$ cat src/rtl/fifo_req_issuer.sv
// Pops request words from the harness FIFO, decodes op/address and issues them one at a
// time to the controller under test. Define REQ_TIMEOUT_EN to enable the response timeout.
module fifo_req_issuer #(
  parameter int unsigned width          = 8,
  parameter int unsigned timeout_cycles = 255,
  parameter int unsigned cnt_width      = 16
) (
  input  logic                 clk_i,
  input  logic                 reset_ni,
  input  logic                 fifo_empty_i,
  input  logic [width-1:0]     fifo_dout_i,
  output logic                 fifo_rd_en_o,
  output logic                 req_valid_o,
  input  logic                 req_ready_i,
  output logic                 req_we_o,
  output logic [width-2:0]     req_addr_o,
  input  logic                 resp_valid_i,
  output logic                 busy_o,
  output logic                 err_timeout_o,
  output logic [cnt_width-1:0] issued_cnt_o
);

  typedef enum logic [2:0] {
    StIdle     = 3'd0,
    StPop      = 3'd1,
    StLoad     = 3'd2,
    StIssue    = 3'd3,
    StWaitResp = 3'd4
  } state_e;

  state_e state_q;
  logic   timeout_hit;

`ifdef REQ_TIMEOUT_EN
  localparam logic [15:0] WaitLast = 16'(timeout_cycles - 1);

  logic [15:0] wait_cnt_q;

  // Counts cycles spent in StWaitResp; restarts from 0 on every entry.
  always_ff @(posedge clk_i or negedge reset_ni) begin
    if (!reset_ni) begin
      wait_cnt_q <= '0;
    end else if (state_q == StWaitResp) begin
      wait_cnt_q <= wait_cnt_q + 16'd1;
    end else begin
      wait_cnt_q <= '0;
    end
  end

  assign timeout_hit = (wait_cnt_q == WaitLast);
`else
  assign timeout_hit = 1'b0;
`endif

  always_ff @(posedge clk_i or negedge reset_ni) begin
    if (!reset_ni) begin
      state_q       <= StIdle;
      fifo_rd_en_o  <= 1'b0;
      req_valid_o   <= 1'b0;
      req_we_o      <= 1'b0;
      req_addr_o    <= '0;
      busy_o        <= 1'b0;
      err_timeout_o <= 1'b0;
      issued_cnt_o  <= '0;
    end else begin
      fifo_rd_en_o <= 1'b0;
      case (state_q)
        StIdle: begin
          if (!fifo_empty_i) begin
            state_q      <= StPop;
            fifo_rd_en_o <= 1'b1;
            busy_o       <= 1'b1;
          end
        end
        StPop: begin
          state_q <= StLoad;
        end
        StLoad: begin
          // FIFO data is valid here, one cycle after the pop strobe.
          req_we_o    <= fifo_dout_i[width-1];
          req_addr_o  <= fifo_dout_i[width-2:0];
          req_valid_o <= 1'b1;
          state_q     <= StIssue;
        end
        StIssue: begin
          if (req_ready_i) begin
            req_valid_o <= 1'b0;
            state_q     <= StWaitResp;
          end
        end
        StWaitResp: begin
          // A response arriving in the timeout cycle still counts as a completion.
          if (resp_valid_i) begin
            issued_cnt_o <= issued_cnt_o + cnt_width'(1);
            state_q      <= StIdle;
            busy_o       <= 1'b0;
          end else if (timeout_hit) begin
            err_timeout_o <= 1'b1;
            state_q       <= StIdle;
            busy_o        <= 1'b0;
          end
        end
        default: begin
          state_q     <= StIdle;
          req_valid_o <= 1'b0;
          busy_o      <= 1'b0;
        end
      endcase
    end
  end

endmodule

$ cat config.mk
export PLATFORM = sky130hd
export DESIGN_NAME = fifo_req_issuer
export DESIGN_NICKNAME = d
export VERILOG_FILES = /design/src/rtl/fifo_req_issuer.sv
export SDC_FILE = /design/constraint.sdc
export NUM_CORES = 1
export LEC_CHECK = 0
export ABC_AREA = 1
export CORE_ASPECT_RATIO = 0.5
export CORE_MARGIN = 2
export CORE_UTILIZATION = 41
export CTS_CLUSTER_DIAMETER = 200
export CTS_CLUSTER_SIZE = 30
export DETAILED_ROUTE_END_ITERATION = 8
export PLACE_DENSITY_LB_ADDON = 0.15
export REMOVE_ABC_BUFFERS = 1
export SLEW_MARGIN = 30
export SYNTH_ARGS = -nofsm -noshare
export SYNTH_HDL_FRONTEND = slang
export SYNTH_SLANG_ARGS = --single-unit
$ cat constraint.sdc
create_clock -name clk_i -period 2.35 [get_ports clk_i]
set_input_delay 0.235 -clock clk_i [delete_from_list [all_inputs] [get_ports clk_i]]
set_output_delay 0.235 -clock clk_i [all_outputs]
set_load 0.005 [all_outputs]
==> results.ini <==
[placement]
place_worst_setup_slack_ns=0.813
gp_congestion=0.790
portBuffers=39
dpl.hpwl_um=2260

[timing]
fmax_ghz=0.670
layout_setup_ws_ns=0.858
finalHoldViolations=0
min_period_ns=1.49
finalSetupViolCount=0
fin_crit_sh_pct=63.5
drv_slew=0
fin_skew_ns=0.00303
finalHoldWorstSlack_ns=0.334
rsz0062_at_grt=no
fin_setup_tns_ns=0

[power_and_ir_drop]
p_clk_share_pct=21.8
vdd_drop_max_v=0.000461
total_power_mw=1.76
powerDensity_nw_per_um2=873
p_int_mw=1.17
power_leakage_nw=1.01
power.switching_mw=0.592
seq_power_share_pct=43.5
swShare_pct=33.6
combPwrFrac_pct=34.7

[cts]
tritoncts=built
htree_levels=2
clk_pin_slew_ns=0.06
cts_buffer_depth=2
cts_root_buf=clkbuf_8
hold_buffers=0
cts_resized=0
numCtsBuffers=5
clk_latency_ns=0.28
cts_setup_buffers=0
cts.sinks=30

[cells_and_area]
diodes=0
syn_to_final_growth_pct=35.9
finish.utilization_pct=58.4
final_nets=243
fill_cells=325
drive_gt1_share_pct=7.42

[detailed_routing]
vias_per_cell=4.43
wirelength_um=2990
drt_pre_antenna_iters=4
drc_errors=0
wl_per_cell_um=10.7
drt_iter0_markers=40
num_vias=1240
ant_nets=0

[worst_setup_path]
cp.arrival_ns=1.67
crit_fanout=5
crit_top_cell=nand2_1
slowest_delay_ns=0.41
cp_slowest_cell=dfrtp_1
path_class=flip-flop to flip-flop
worst_r2r_path_depth=8
worst_setup_path_end_kind=flip-flop
crit_required_ns=2.52
path_cells=ha_1, inv_1, nor2_1, nand2_1, nor2_4, nand3_1, nand2_1, nand2_1
cp-start-kind=flip-flop

[run]
cap_violations=0

[synthesis]
syn-instance-count=183
ys_seq_area_share_pct=50.6
yosys_register_bits=30
synth_area_um2=1480
yosys.area.top_type=dfrtp_1
synth_cell_types=23
synth_top_cell_area_share_pct=50.6
ys_warn_count=0
synth_area_leaders=dfrtp_1, nand2_1, inv_1, nor2_1, nand3_1
avgSynthCellArea_um2=8.10

[global_routing]
grt_overflow_total=0
grt.total_usage_pct=17.0
grt_max_degree=31
first_global_vias=1230
grt_antenna_before_repair=0
grt_pass1_wl_um=5150

[die]
io_pins=41
chipHeight_um=46.5
num_rows=15
die_w_um=89.0
dieArea_um2=4140
coreArea_um2=3450
initial_core_util_pct=42.9

[run_status]
status=complete, no violations

[worst_hold_path]
hold_path_class=input pin to async pin

==> Yosys cell counts <==
library cell,count
inv_1,26
dfrtp_1,30
xor2_1,5
nand4_1,4
nand3_1,10
xnor2_1,3
nand3_4,1
nand2_2,2
nand3b_1,1
conb_1,1
nor2_1,17
inv_2,1
o31ai_1,1
and2_1,1
nor3_2,1
nor2_8,1
nand2_1,68
o21ai_0,3
nor2_4,3
buf_4,1
ha_1,1
a31oi_1,1
or2_1,1
==> worst max-delay path, delay by kind of cell (launching register included) <==
family | cells | cell delay (ns)
flops | 1 | 0.41
fa+ha+maj | 1 | 0.16
buf+inv | 1 | 0.05
simple gates | 6 | 0.77
==> cells by family after synthesis <==
logic type,Yosys count,share of synthesized area (%)
AND/OR/NAND/NOR,110,34.3
flip-flops,30,50.6
buffers and inverters,28,7.34
XOR/XNOR,8,4.73
AO/OA/AOI/OAI,5,1.94
adder cells (fa/ha/maj),1,0.844
other,1,0.253
==> through the flow <==
step	cell area, um2	cells
floorplan	1480	182
global route	2020	280
CTS	2020	280
global placement	1940	273
finish	2020	280
detailed placement	1940	273
==> power by group through the flow <==
stage	clock network (mW)	logic (mW)	registers [mW]
after global placement	0	0.604	0.774
final	0.385	0.610	0.766
after CTS	0.394	0.625	0.766
after detailed placement	0	0.623	0.770
after global routing	0.418	0.690	0.788
after floorplan	0	0.295	0.771
==> routing by layer <==
layer / track usage (%) / share of wire (%) / wire (um) / vias up
met4: 8.96 / 1.9 / 58 / 0
met3: 5.56 / 4.6 / 138 / 7
met1: 20.6 / 48 / 1430 / 563
met5: 0 / 0 / 0 / -
met2: 27.8 / 46 / 1360 / 25
li1: - / - / - / 645
==> sequential cells by signal, summed over array words and instances (netlist names) <==
name and flops:
busy_o 1, fifo_rd_en_o 1, issued_cnt_o 16, req_addr_o 7, req_valid_o 1, req_we_o 1, state_q 3
==> path summary, 6_finish.rpt <==
kind                                 startpoint               end  slack [ns]
worst max register to register  issued_cnt_o[1]  issued_cnt_o[14]        0.86
min in group clk_i                req_addr_o[4]     req_addr_o[4]        0.47
worst min register to register    req_addr_o[4]     req_addr_o[4]        0.47
worst max-delay path            issued_cnt_o[1]  issued_cnt_o[14]        0.86
worst min-delay path                   reset_ni     req_addr_o[2]        0.33
max in group asynchronous              reset_ni   issued_cnt_o[6]        1.74
==> layout by cell type, fill, tap and decap left out, types with 2 or more instances in the layout <==
cell	count
nand2_1	68
nor2_4	3
clkbuf_8	5
xnor2_1	3
clkdlybuf4s50_1	39
o21ai_0	3
nor2_1	17
nand4_1	4
clkinv_2	2
dfrtp_1	30
nand2_2	2
nand3_1	10
inv_1	26
xor2_1	5
==> final cells by class <==
class / instances / area (um2) / area share, %
clock inverter: 2 / 10.0 / 0.497
multi-input combinational: 125 / 623 / 30.9
inverter: 27 / 101 / 5.03
tap: 51 / 63.8 / 3.17
clock buffer: 5 / 68.8 / 3.41
timing repair buffer: 40 / 398 / 19.7
sequential: 30 / 751 / 37.2
Note: power is estimated with default switching activity, not from simulation.
